File: src/rtl/vif_stream_receiver.sv
// -----------------------------------------------------------------------------
// vif_stream_receiver
//   Consumer end of a data/valid/ready stream. Incoming beats are buffered in a
//   first-word-fall-through FIFO. The FIFO feeds a downstream valid/ready port.
//   Accepted input beats are counted.
//
// Optional feature macro: VIF_RX_PROTO_CHECK_EN
//   When defined, a sticky protocol checker flags an upstream producer that
//   drops in_valid or changes in_data while its beat is stalled. The flag is
//   cleared only by rst.
//   When undefined, proto_err is tied low and no checker logic is built.
//
// Parameters
//   DATA_W  width of in_data / out_data
//   DEPTH   FIFO entries (power of two, >= 2)
//   CNT_W   width of rx_count
//
// Ports
//   clk        single clock, rising edge
//   rst        asynchronous active-high reset (assert async, release sync)
//   flush      synchronous FIFO clear (does not touch rx_count / proto_err)
//   in_data    upstream data
//   in_valid   upstream valid
//   in_ready   upstream ready (FIFO not full)
//   out_data   head-of-FIFO data (meaningful only while out_valid)
//   out_valid  FIFO non-empty
//   out_ready  downstream accept
//   level      current occupancy, 0..DEPTH
//   rx_count   accepted input beats, wraps modulo 2**CNT_W
//   proto_err  sticky protocol error (0 when the checker is not built)
// -----------------------------------------------------------------------------
module vif_stream_receiver #(
  parameter int DATA_W = 8,
  parameter int DEPTH  = 4,
  parameter int CNT_W  = 16
) (
  input  logic                       clk,
  input  logic                       rst,
  input  logic                       flush,
  input  logic [DATA_W-1:0]          in_data,
  input  logic                       in_valid,
  output logic                       in_ready,
  output logic [DATA_W-1:0]          out_data,
  output logic                       out_valid,
  input  logic                       out_ready,
  output logic [$clog2(DEPTH):0]     level,
  output logic [CNT_W-1:0]           rx_count,
  output logic                       proto_err
);

  localparam int PTR_W = $clog2(DEPTH);
  localparam int LVL_W = PTR_W + 1;

  localparam logic [LVL_W-1:0] LVL_ONE       = LVL_W'(1);
  localparam logic [LVL_W-1:0] LVL_FULL      = LVL_W'(DEPTH);
  localparam logic [LVL_W-1:0] LVL_NEAR_FULL = LVL_W'(DEPTH - 1);

  // Occupancy state, kept in lock-step with level_q. It exists so that the
  // handshake outputs come from a small registered encoding rather than from
  // a compare on the level counter.
  typedef enum logic [1:0] {
    OCC_EMPTY   = 2'd0,
    OCC_PARTIAL = 2'd1,
    OCC_FULL    = 2'd2
  } occ_e;

  occ_e               occ_q, occ_d;
  logic [LVL_W-1:0]   level_q, level_d;
  logic [PTR_W-1:0]   wr_ptr_q, wr_ptr_d;
  logic [PTR_W-1:0]   rd_ptr_q, rd_ptr_d;
  logic [CNT_W-1:0]   rx_count_q, rx_count_d;

  logic [DATA_W-1:0]  mem [DEPTH];

  logic push;
  logic pop;

  // Handshake outputs depend only on registered state, so there is no
  // combinational path from in_valid or out_ready. A full FIFO refuses a
  // beat even when a pop happens on the same edge.
  assign in_ready  = (occ_q != OCC_FULL);
  assign out_valid = (occ_q != OCC_EMPTY);

  assign push = in_valid & in_ready;
  assign pop  = out_valid & out_ready;

  // First-word-fall-through: the head entry is read combinationally.
  assign out_data = mem[rd_ptr_q];
  assign level    = level_q;
  assign rx_count = rx_count_q;

  // ---------------------------------------------------------------------------
  // Next-state logic
  // ---------------------------------------------------------------------------
  always_comb begin
    occ_d      = occ_q;
    level_d    = level_q;
    wr_ptr_d   = wr_ptr_q;
    rd_ptr_d   = rd_ptr_q;
    rx_count_d = rx_count_q;

    // Every accepted beat is counted. This includes a beat that a
    // simultaneous flush throws away.
    if (push) begin
      rx_count_d = rx_count_q + CNT_W'(1);
    end

    if (flush) begin
      occ_d    = OCC_EMPTY;
      level_d  = '0;
      wr_ptr_d = '0;
      rd_ptr_d = '0;
    end else begin
      // DEPTH is a power of two, so the pointers wrap without a compare.
      if (push) begin
        wr_ptr_d = wr_ptr_q + PTR_W'(1);
      end
      if (pop) begin
        rd_ptr_d = rd_ptr_q + PTR_W'(1);
      end

      unique case ({push, pop})
        2'b10:   level_d = level_q + LVL_ONE;
        2'b01:   level_d = level_q - LVL_ONE;
        default: level_d = level_q;
      endcase

      unique case (occ_q)
        OCC_EMPTY: begin
          // A pop cannot happen while empty, so only a push moves us.
          if (push) begin
            occ_d = OCC_PARTIAL;
          end
        end
        OCC_PARTIAL: begin
          if (push && !pop && (level_q == LVL_NEAR_FULL)) begin
            occ_d = OCC_FULL;
          end else if (pop && !push && (level_q == LVL_ONE)) begin
            occ_d = OCC_EMPTY;
          end
        end
        OCC_FULL: begin
          // A push cannot happen while full, so only a pop moves us.
          if (pop) begin
            occ_d = OCC_PARTIAL;
          end
        end
        default: occ_d = OCC_EMPTY;
      endcase
    end
  end

  // ---------------------------------------------------------------------------
  // State registers
  // ---------------------------------------------------------------------------
  always_ff @(posedge clk or posedge rst) begin
    if (rst) begin
      occ_q      <= OCC_EMPTY;
      level_q    <= '0;
      wr_ptr_q   <= '0;
      rd_ptr_q   <= '0;
      rx_count_q <= '0;
    end else begin
      occ_q      <= occ_d;
      level_q    <= level_d;
      wr_ptr_q   <= wr_ptr_d;
      rd_ptr_q   <= rd_ptr_d;
      rx_count_q <= rx_count_d;
    end
  end

  // Storage has no reset. Its contents are don't-care until written. A write
  // during a flush is harmless because the pointers return to zero.
  always_ff @(posedge clk) begin
    if (push) begin
      mem[wr_ptr_q] <= in_data;
    end
  end

  // ---------------------------------------------------------------------------
  // Optional upstream protocol checker
  // ---------------------------------------------------------------------------
`ifdef VIF_RX_PROTO_CHECK_EN
  logic              prev_valid_q;
  logic              prev_ready_q;
  logic [DATA_W-1:0] prev_data_q;
  logic              proto_err_q;
  logic              violation;

  // A beat that was offered but not taken last cycle must still be offered
  // now, with the same data.
  assign violation = prev_valid_q & ~prev_ready_q &
                     (~in_valid | (in_data != prev_data_q));

  always_ff @(posedge clk or posedge rst) begin
    if (rst) begin
      prev_valid_q <= 1'b0;
      prev_ready_q <= 1'b1;
      prev_data_q  <= '0;
      proto_err_q  <= 1'b0;
    end else begin
      prev_valid_q <= in_valid;
      prev_ready_q <= in_ready;
      prev_data_q  <= in_data;
      if (violation) begin
        proto_err_q <= 1'b1;
      end
    end
  end

  assign proto_err = proto_err_q;
`else
  assign proto_err = 1'b0;
`endif

endmodule

File: config.mk
export PLATFORM = sky130hd
export DESIGN_NAME = vif_stream_receiver
export DESIGN_NICKNAME = d
export VERILOG_FILES = /design/src/rtl/vif_stream_receiver.sv
export SDC_FILE = /design/constraint.sdc
export NUM_CORES = 1
export LEC_CHECK = 0
export ABC_AREA = 1
export BUFFER_PORTS_ARGS = -buffer_cell sky130_fd_sc_hd__buf_2
export CAP_MARGIN = 20
export CORE_MARGIN = 2
export CORE_UTILIZATION = 50
export DETAILED_ROUTE_END_ITERATION = 10
export PLACE_DENSITY = 0.72
export SETUP_SLACK_MARGIN = 0.02
export SYNTH_ARGS = -nofsm -noshare
export SYNTH_HDL_FRONTEND = slang
export SYNTH_SLANG_ARGS = --single-unit
File: constraint.sdc
create_clock -name clk -period 2.6 [get_ports clk]
set_input_delay 0 -clock clk [delete_from_list [all_inputs] [get_ports clk]]
set_output_delay 0 -clock clk [all_outputs]
set_load 0.03 [all_outputs]
==> qor.txt <==
period utilization -> 72.9%
CP endpoint kind -> output pin
placed instance area -> 0.00303 mm^2
top-area cell type share of the netlist area -> 34.5%
Unique masters post-synth -> 30
clk_skew -> 4.17 ps
vias in the first global route -> 1994
dominant cell type by area after synthesis -> edfxtp_1
worst-skew pair later-pin latency -> 330 ps
DPL Wire Length -> 3800 um
H-tree levels -> 3
Final setup viols -> 0
Remaining DRCs -> 0
sequential fraction of the synthesis area -> 56.9%
Hold EP -> rx_count[13]
max-slew violation count -> 0
WP depth -> 4
Max-Cap Viols -> 0
Post-CTS Setup Bufs -> 0
Port-buffer cells -> 41
share of cells above drive strength 1 -> 21.9%
core area -> 0.00544 mm^2
EDFF count, synth -> 32
CP max stage cell -> dfrtp_1
Area growth, synth to finish -> 20.6%
Synthesized Nets -> 311
DR pass1 iterations -> 4
slew at the pin closest to its max-slew limit -> 717 ps
Fmax -> 527 MHz
final instance area -> 0.00336 mm^2
# IOs -> 43
grt ovf -> 0
outcome -> finished, final reports clean
RR Startpoint -> wr_ptr_q[0]
Iteration-0 DRC Markers -> 174
overall global routing resource usage -> 19.2%
Root Buffer -> clkbuf_8
largest net degree at the start of global routing -> 26
TNS Setup -> 0 ps
routed len/inst -> 12.6 um
final hold vios -> 0
Rows -> 27
Leakage -> 0.00149 uW
Initial Util -> 51.3%
Reg2Reg Capture Point -> mem[2][7]
largest cells by area after synthesis -> edfxtp_1 34%, dfrtp_1 22%, nand2_1 8.8%
crit-path max FO -> 18
Slew headroom -> 52.0%
initial antenna violation count -> 0
DIE HEIGHT -> 78.7 um
# nets final -> 368
fillcell total -> 463
Post-Syn Area -> 0.00279 mm^2
Worst Path Buf+Inv -> 2
Arrival @ worst endpoint -> 1900 ps
first-pass GRT wire length -> 9040 um
peak supply drop -> 0.376 mV
remaining antenna violation count -> 0
RePlAce Congestion -> 0.784
cells after synthesis -> 289
CP top delay family -> flip-flops
RSZ-0062 raised after global routing -> no
Power per Cell Area -> 779 mW/mm^2
CTS tree -> done
Synth Flop Type -> edfxtp_1
Ys Warns -> 0
Via Count -> 2108
r2r worst-path depth -> 4
number of clock sinks -> 57
HP Class -> primary input to register
Final Critical Period -> 1900 ps
Setup CP Type -> register to output pin
diode count -> 0
flop-to-flop setup slack -> 990 ps
worst hold path depth -> 4
startpoint types -> register
Hold Crit Start -> in_valid
die area -> 0.00619 mm^2
mean area per synthesized cell -> 9.65 um^2
TritonCTS Buffers -> 9
Worst EP required -> 2600 ps
Vias/cell -> 4.98
final WL -> 5350 um
ys async rst share -> 43.9%
Yosys reg bits -> 57
Clock Tree Buf Depth -> 2
CP Cell Sequence -> inv_1 > o21ai_0 > o22ai_1 > buf_2
clock slew at reported path FFs -> 60 ps
Die X -> 78.7 um
slowest stage delay, CP -> 640 ps
stage by stage:
step	utilization [%]	total power [uW]	hold slack, ps	std cells	setup slack, ps
after CTS	61.3	2640	71.2	422	712
after floorplan	-	1650	27.3	289	1010
after global placement	55.7	1810	226	395	1040
after global routing	61.8	2770	92.8	423	508
after detailed placement	55.7	1820	224	395	967
final	61.8	2620	78.2	423	703
cell families after synthesis:
logic type	count (synthesis)	share of synthesized area (%)
AO/OA/AOI/OAI	39	7.50
adder cells (fa/ha/maj)	9	4.04
AND/OR/NAND/NOR	134	22.4
XOR/XNOR	8	2.51
buffers and inverters	41	6.51
other	1	0.135
flip-flops	57	56.9
layout make-up:
class,instances,area (um^2),area share [%]
Multi-Input combinational cell,191,1020,30.3
Inverter,34,130,3.87
Sequential cell,57,1590,47.2
Clock inverter,7,70.1,2.08
Timing Repair Buffer,53,343,10.2
Clock buffer,9,124,3.68
Tap cell,72,90.1,2.68
how the worst max path moves through the flow:
stage                     start           to  slack [ps]
global placement    wr_ptr_q[0]    mem[0][6]        1040
floorplan              occ_q[1]    mem[0][0]        1010
finish              rd_ptr_q[0]  out_data[3]         700
CTS                 rd_ptr_q[0]  out_data[3]         710
detailed placement  wr_ptr_q[0]    mem[2][5]         970
global route        rd_ptr_q[0]  out_data[2]         510
repair_timing:
item / CTS / global route
resized for setup: 0 / 0
hold buffers: 11 / 0
endpoints found under the hold margin: 60 / 0
worst register-to-register path, delay by kind of cell, from the launching register on:
kind	cells	cell delay, ps
adders and majority gates	1	170
buffers and inverters	2	160
DFF	1	400
and+or+nand+nor	1	530
cells in the mapped netlist (5+ instances only):
library cell,instances
o22ai_1,8
xor2_1,5
nor2_1,38
nor2_4,6
nand4_1,5
inv_1,31
nand2_1,65
dfrtp_1,25
nand2_2,6
nand3_1,6
ha_1,9
o21ai_0,25
edfxtp_1,32
flip-flops by register name, indices dropped and copies added, names as in the netlist:
| name | flops |
|---|---|
| level | 3 |
| mem | 32 |
| rx_count | 16 |
| occ_q | 2 |
| rd_ptr_q | 2 |
| wr_ptr_q | 2 |
power by group:
| group | switching, uW | internal, uW | total (uW) |
|---|---|---|---|
| Sequential | 109 | 1050 | 1160 |
| Combinational | 457 | 207 | 663 |
| Clock | 356 | 439 | 796 |
| Total | 922 | 1700 | 2620 |
routing by layer:
metal,vias to the layer above,global-route usage (%),routed length [um]
met5,-,0,0
met4,0,6.67,36
met3,5,6.09,255
met2,53,30.5,2550
met1,998,24.8,2500
li1,1052,-,-
placed cells by master (no fill, tap or decap), drive strengths merged:
master	netlist	routed
dfrtp	25	25
ha	9	9
edfxtp	32	32
a21oi	4	4
bufinv	0	1
o22ai	8	8
o21ai	27	27
xor2	5	5
nor3	1	1
nand2	74	74
inv	34	35
clkinvlp	0	3
nand4	5	5
nor2	44	44
nor3b	1	1
dlygate4sd3	0	11
nand3b	2	2
nand3	7	7
xnor2	3	3
conb	1	1
clkinv	0	2
buf	5	42
clkbuf	2	9
(Power assumes the default switching activity.)
